File: config.mk
export PLATFORM = sky130hd
export DESIGN_NAME = i2s_tx_frac
export DESIGN_NICKNAME = d
export VERILOG_FILES = /design/src/rtl/i2s_tx_frac.sv
export SDC_FILE = /design/constraint.sdc
export NUM_CORES = 1
export LEC_CHECK = 0
export CORE_ASPECT_RATIO = 0.6
export CORE_UTILIZATION = 45
export CTS_CLUSTER_SIZE = 20
export DETAILED_ROUTE_END_ITERATION = 6
export HOLD_SLACK_MARGIN = 0.15
export PLACE_DENSITY = 0.74
export RECOVER_POWER = 25
export SYNTH_ARGS = -nofsm -noshare
export SYNTH_HDL_FRONTEND = slang
export SYNTH_SLANG_ARGS = --single-unit
File: constraint.sdc
create_clock -name clk32 -period 3.1 [get_ports clk32]
set_input_delay 0.93 -clock clk32 [delete_from_list [all_inputs] [get_ports clk32]]
set_output_delay 0.93 -clock clk32 [all_outputs]
set_load 0.02 [all_outputs]
File: src/rtl/i2s_tx_frac.sv
// Standard-I2S transmitter for 16-bit stereo audio. BCK timing comes from a
// fractional phase accumulator, so the long-term frame rate is exact.
module i2s_tx_frac #(
    parameter int unsigned CLK_HZ    = 32000000,
    parameter int unsigned SAMPLE_HZ = 48000
) (
    input  logic        clk32,
    input  logic        por,
    input  logic [15:0] audio_l,
    input  logic [15:0] audio_r,
    output logic        sample_stb,
    output logic        i2s_bck,
    output logic        i2s_ws,
    output logic        i2s_din
);

    if (64 * SAMPLE_HZ >= CLK_HZ) begin : g_bad_rate
        $error("i2s_tx_frac: 64*SAMPLE_HZ must be below CLK_HZ");
    end

    localparam logic [32:0] INC  = 33'(64 * SAMPLE_HZ);
    localparam logic [32:0] CLKW = 33'(CLK_HZ);

    logic [31:0] acc;
    logic [32:0] nxt;
    logic        tick;
    logic        bck;
    logic [4:0]  slot;
    logic [4:0]  slot_nx;
    logic [31:0] sr;

    always_comb begin
        nxt     = {1'b0, acc} + INC;
        tick    = (nxt >= CLKW);
        slot_nx = slot + 5'd1;
    end

    assign i2s_bck = bck;

    always_ff @(posedge clk32) begin
        if (por) begin
            acc        <= '0;
            bck        <= 1'b0;
            slot       <= '0;
            sr         <= '0;
            i2s_ws     <= 1'b0;
            i2s_din    <= 1'b0;
            sample_stb <= 1'b0;
        end else begin
            sample_stb <= 1'b0;
            acc        <= tick ? 32'(nxt - CLKW) : nxt[31:0];
            if (tick) begin
                bck <= ~bck;
                // All data/word-select changes happen on the BCK falling edge.
                if (bck) begin
                    slot   <= slot_nx;
                    i2s_ws <= slot_nx[4];
                    if (slot_nx == 5'd1) begin
                        // MSB goes straight out, so the register is loaded pre-shifted.
                        sr         <= {audio_l[14:0], audio_r, 1'b0};
                        i2s_din    <= audio_l[15];
                        sample_stb <= 1'b1;
                    end else begin
                        i2s_din <= sr[31];
                        sr      <= {sr[30:0], 1'b0};
                    end
                end
            end
        end
    end

endmodule
# == Yosys cells after proc, flatten, opt, wreduce, memory -nomap -nowiden ==
# Index checks and enable logic that the tools add are counted.
# totals
regBits,73
in_bits,34
out_inout_bits,4
# classes
addsub,3
order_cmp,1
eq_ne,1
n_mux,4
bitwise_logic,2
reduce_logical,2
# ops
cell,count
two-way mux 32 bit,2
adder 32 x 22 -> 33 bit (second input constant),1
>= comparator 33 x 25 -> 1 bit (second input constant),1
subtractor 32 x 25 -> 32 bit (second input constant),1
adder 5 x 1 -> 5 bit (second input constant),1
equality test 5 x 1 -> 1 bit (second input constant),1
OR reduction 3 bit,1
two-way mux 1 bit,2
NOT 1 bit,2
AND reduction 2 bit,1

# == Longest topological paths before layout ==
# logic_depth
depth_word,4
ltp_mapped,14

# == Worst setup path after synthesis ==
# Ideal clock, no wire load.
# synth_timing
path_type,reg-to-reg
startpoint,register acc[13]
endpoint,register sr[22]
setup_time_ns,0.134
t_arrival_ns,3.011
slack_ns,-0.045
stages_incl_launch_ff,14
synth_period_minus_slack_ns,3.145
path_cell_list,dfxtp_1 -> buf_2 -> inv_1 -> ha_1 -> nor2b_2 -> o21ai_2 -> or3b_2 -> a311oi_2 -> o21a_1 -> o41a_1 -> buf_2 -> buf_2 -> buf_2 -> a211oi_1
# synth_between
elab_chain_len,3
# synth_lines
element,line,text
from (decl),24,logic [31:0] acc;
from (signal assigned),51,acc <= tick ? 32'(nxt - CLKW) : nxt[31:0];
adder 32 x 22 -> 33 bit,33,"nxt = {1'b0, acc} + INC;"
>= comparator 33 x 25 -> 1 bit,34,tick = (nxt >= CLKW);
AND reduction 2 bit (no line),--,
to (signal assigned),60,"sr <= {audio_l[14:0], audio_r, 1'b0};"
to (signal assigned),65,"sr <= {sr[30:0], 1'b0};"
to (decl),30,logic [31:0] sr;
# Every way passes these cells.
# A chain may end at the register's enable or synchronous reset.

# == Worst setup path after layout ==
# layout_timing
startpoint,register acc[14]
endpoint,register acc[18]
# layout_between
elab_chain_len,3
elab_cells_between_ends,4
# layout_lines
element,line
adder 32 x 22 -> 33 bit (*),33
subtractor 32 x 25 -> 32 bit / >= comparator 33 x 25 -> 1 bit (equally long branches),"51, 34"
two-way mux 32 bit (*),51
# Mark *: on every way between the ends. The rest lies on a longest branch, timed or not.

==> out/qor.csv <==
stage,metric,value,unit
status,outcome,completed,
worst_setup_path,highest_fanout_seen_on_the_critical_path,8,
drt,detail_route.iter0.violations,270,
timing,grt_setup_unrepaired,yes,
floorplan,starting_utilization_of_the_core_area,0.467,
cts,cts_tree,built,
layout,postLayoutCoreUtil,0.592,
pwr,power-per-cell-area,1150,mW/mm2
global_route,grt_first_pass_wirelength,13.6,mm
worst_setup_path,worst-r2r-cell-count,12,
worst_setup_path,worst_setup_path_end,acc[18],
floorplan,ioPinCount,38,
yosys,synth_seq_area_share,0.353,
timing,finalClockSkew,0.00604,ns
cts,cts.sinks,60,
layout,num-nets-final,478,
pwr,ir_worst_vdd,0.395,mV
worst_setup_path,r2r-start,acc[14],
timing,share_of_the_clock_period_used_by_the_worst_path,0.961,
place,port_buffers,37,
global_route,grt_max_degree,41,
cts,ctsLongestPathBuffers,2,
yosys,ys_dominant_reg_cell,sky130_fd_sc_hd__dfxtp_1,
pwr,p_leak,1.58,nW
worst_setup_path,cp_required,3.30,ns
drt,detail_route.wirelength,8.28,mm
timing,fmaxAchievable,0.336,GHz
timing,setup_total_negative_slack,0,ns
layout,number_of_antenna_diodes,0,
drt,dr.pass1.iters,5,
cts,holdBufCountCts,0,
cts,cts_inserted_buffers,9,
layout,mostFrequentLayoutCell,sky130_fd_sc_hd__nor2_1,
global_route,number_of_antenna_violations_at_the_first_check_in_global_routing,0,
timing,maxSlewHeadroom,0.669,
timing,final_hold_viol_count,0,
layout,mostFrequentLayoutCells,"69 x sky130_fd_sc_hd__nor2_1, 58 x sky130_fd_sc_hd__dfxtp_1, 35 x sky130_fd_sc_hd__a211oi_1",
yosys,postSynthRegisterBits,60,
yosys,synth_warnings,0,
worst_setup_path,setup.worst_path.class,flop to flop,
yosys,number_of_enable_type_register_cells_in_the_synthesized_netlist,0,
yosys,synth.lib_cells_used.distinct,58,
hold_path,hp-class,flop to flop,
flow_run,drv_cap,0,
cts,cts.clk_slew.worst_paths,0.05,ns
yosys,synth_fp_nets,438,
drt,wire_per_inst,15.1,um
worst_setup_path,crit_start,acc[14],
place,replace_congestion,0.936,
place,total_placed_instance_area,0.00394,mm2
timing,fin_crit,2.98,ns
worst_setup_path,worstPathArrival,3.18,ns
yosys,instance_count_of_the_mapped_netlist,398,
floorplan,chipWidth,114,um
timing,worst_pin_slew,0.490,ns
place,dp_hpwl,5.87,mm
drt,drt.antenna.violating_nets,0,
yosys,synthArstFlopShare,0,
drt,drc,0,
global_route,gr-total-overflow,0,
timing,final-setup-viol-count,0,
floorplan,die_area,0.00793,mm2
worst_setup_path,r2r-end,acc[18],
yosys,netlist_area,0.00340,mm2
floorplan,placement_rows,24,
layout,fraction_of_final_layout_cells_sized_beyond_drive_strength_1,0.126,
floorplan,die_height,69.4,um
timing,timing.final.max_slew_violations,0,
drt,avgViaCountPerCell,5.50,
cts,clock_root_cell,sky130_fd_sc_hd__clkbuf_16,
cts,htree_num_levels,3,
cts,clk_latency,0.33,ns
worst_setup_path,worst_setup_path_start_kind,flop,
global_route,first_global_vias,2786,
drt,route.vias.total,3009,
layout,design_area,0.00432,mm2
floorplan,core_region_area,0.00730,mm2
layout,synthToLayoutAreaGrowth,27.0,%
yosys,avgSynthCellArea,8.55,um2
worst_setup_path,worstSetupEndpointType,flop,
global_route,grt_use_total,0.218,
worst_setup_path,reg2reg_slack,0.12,ns
metrics by stage:
step                power (W)  hold slack [ns]  setup WS, ns  instances
finish                0.00498            0.490         0.121        547
global route          0.00533            0.515       0.00194        547
CTS                   0.00489            0.491       0.00395        547
detailed placement    0.00384            0.485        -0.124        529
global placement      0.00377            0.481        0.0215        529
floorplan             0.00321            0.449        0.0400        398
synth_stat cells, types with 2 or more instances:
cell	number	area, um2
sky130_fd_sc_hd__a31oi_1	2	12.5
sky130_fd_sc_hd__nor2b_1	3	18.8
sky130_fd_sc_hd__a21oi_1	11	55.1
sky130_fd_sc_hd__nand4_1	7	43.8
sky130_fd_sc_hd__mux2i_1	33	330
sky130_fd_sc_hd__nor3b_1	2	15.0
sky130_fd_sc_hd__nor3_1	5	25.0
sky130_fd_sc_hd__nand3_1	14	70.1
sky130_fd_sc_hd__o211ai_1	7	52.6
sky130_fd_sc_hd__xnor2_1	21	184
sky130_fd_sc_hd__a211oi_1	35	263
sky130_fd_sc_hd__and2_1	4	25.0
sky130_fd_sc_hd__inv_1	12	45.0
sky130_fd_sc_hd__ha_1	6	75.1
sky130_fd_sc_hd__buf_2	12	60.1
sky130_fd_sc_hd__or3_1	4	25.0
sky130_fd_sc_hd__nor2_1	69	259
sky130_fd_sc_hd__xor2_1	8	70.1
sky130_fd_sc_hd__and3_1	3	18.8
sky130_fd_sc_hd__o21a_1	3	22.5
sky130_fd_sc_hd__nor4_2	2	25.0
sky130_fd_sc_hd__nand2b_1	5	31.3
sky130_fd_sc_hd__buf_4	2	15.0
sky130_fd_sc_hd__nand2_1	15	56.3
sky130_fd_sc_hd__clkbuf_1	12	45.0
sky130_fd_sc_hd__o21ai_0	10	50.1
sky130_fd_sc_hd__dfxtp_1	60	1200
state kept, by name, indices dropped and copies added (netlist names):
signal,count
sr,31
acc,21
slot,4
i2s_bck,1
i2s_din,1
i2s_ws,1
sample_stb,1
worst max-delay path, stage by stage (launching register included):
cell and delay [ns]:
sky130_fd_sc_hd__dfxtp_1 0.31, sky130_fd_sc_hd__inv_1 0.10, sky130_fd_sc_hd__ha_4 0.17, sky130_fd_sc_hd__nor2b_4 0.21
sky130_fd_sc_hd__o21ai_4 0.09, sky130_fd_sc_hd__a21o_1 0.24, sky130_fd_sc_hd__a221o_1 0.37, sky130_fd_sc_hd__or2_4 0.28
sky130_fd_sc_hd__or4_4 0.49, sky130_fd_sc_hd__buf_4 0.20, sky130_fd_sc_hd__o211ai_1 0.17, sky130_fd_sc_hd__xnor2_1 0.16
sky130_fd_sc_hd__nor2_1 0.05
how the worst min path moves through the flow:
| stage | startpoint | to | slack, ns | cells after the start |
|---|---|---|---|---|
| 6_report | sr[1] | sr[1] | 0.49 | 2 |
| 5_1_grt | sr[28] | sr[28] | 0.52 | 2 |
| 4_1_cts | sr[1] | sr[1] | 0.49 | 2 |
| 3_5_place_dp | sr[1] | sr[1] | 0.49 | 2 |
| 3_3_place_gp | sr[1] | sr[1] | 0.48 | 2 |
| 2_1_floorplan | sr[1] | sr[1] | 0.45 | 2 |
logic make-up (layout without fill, tap and decap cells):
kind of cell | count (synthesis) | count (layout) | synth area share
mux | 33 | 33 | 0.0970
xor+xnor | 30 | 30 | 0.0794
simple gates | 143 | 143 | 0.207
buf+inv | 41 | 86 | 0.0540
compound gates | 85 | 85 | 0.188
fa+ha+maj | 6 | 6 | 0.0221
flops | 60 | 60 | 0.353
what timing repair did:
item / CTS / global route
setup endpoints to repair: 34 / 53
gates resized for setup: 3 / 12
endpoints found under the hold margin: 0 / 0
pin swaps: 2 / 3
buffers inserted: 2 / 0
power breakdown:
part	total (W)	internal [W]	leakage [nW]	switching, W
clock network	0.000993	0.000666	0.144	0.000327
registers	0.00141	0.00111	0.496	0.000300
logic	0.00258	0.00119	0.941	0.00139
total	0.00498	0.00296	1.58	0.00202
routing by layer:
metal | track usage | part of all wire | up-vias
met2 | 0.302 | 0.42 | 94
met5 | 0 | 0 | -
li1 | - | - | 1504
met1 | 0.326 | 0.51 | 1399
met3 | 0.0656 | 0.064 | 12
met4 | 0.0519 | 0.011 | 0
layout make-up:
type | count | area [um2]
fillers | 632 | 2970
multi-input cells | 297 | 2090
flip-flops and latches | 60 | 1200
repair buffers | 57 | 549
clock buffers | 15 | 268
well taps | 104 | 130
inverters | 13 | 48.8
clock inverters | 1 | 30.0
Note: power is estimated with default switching activity, not from simulation.
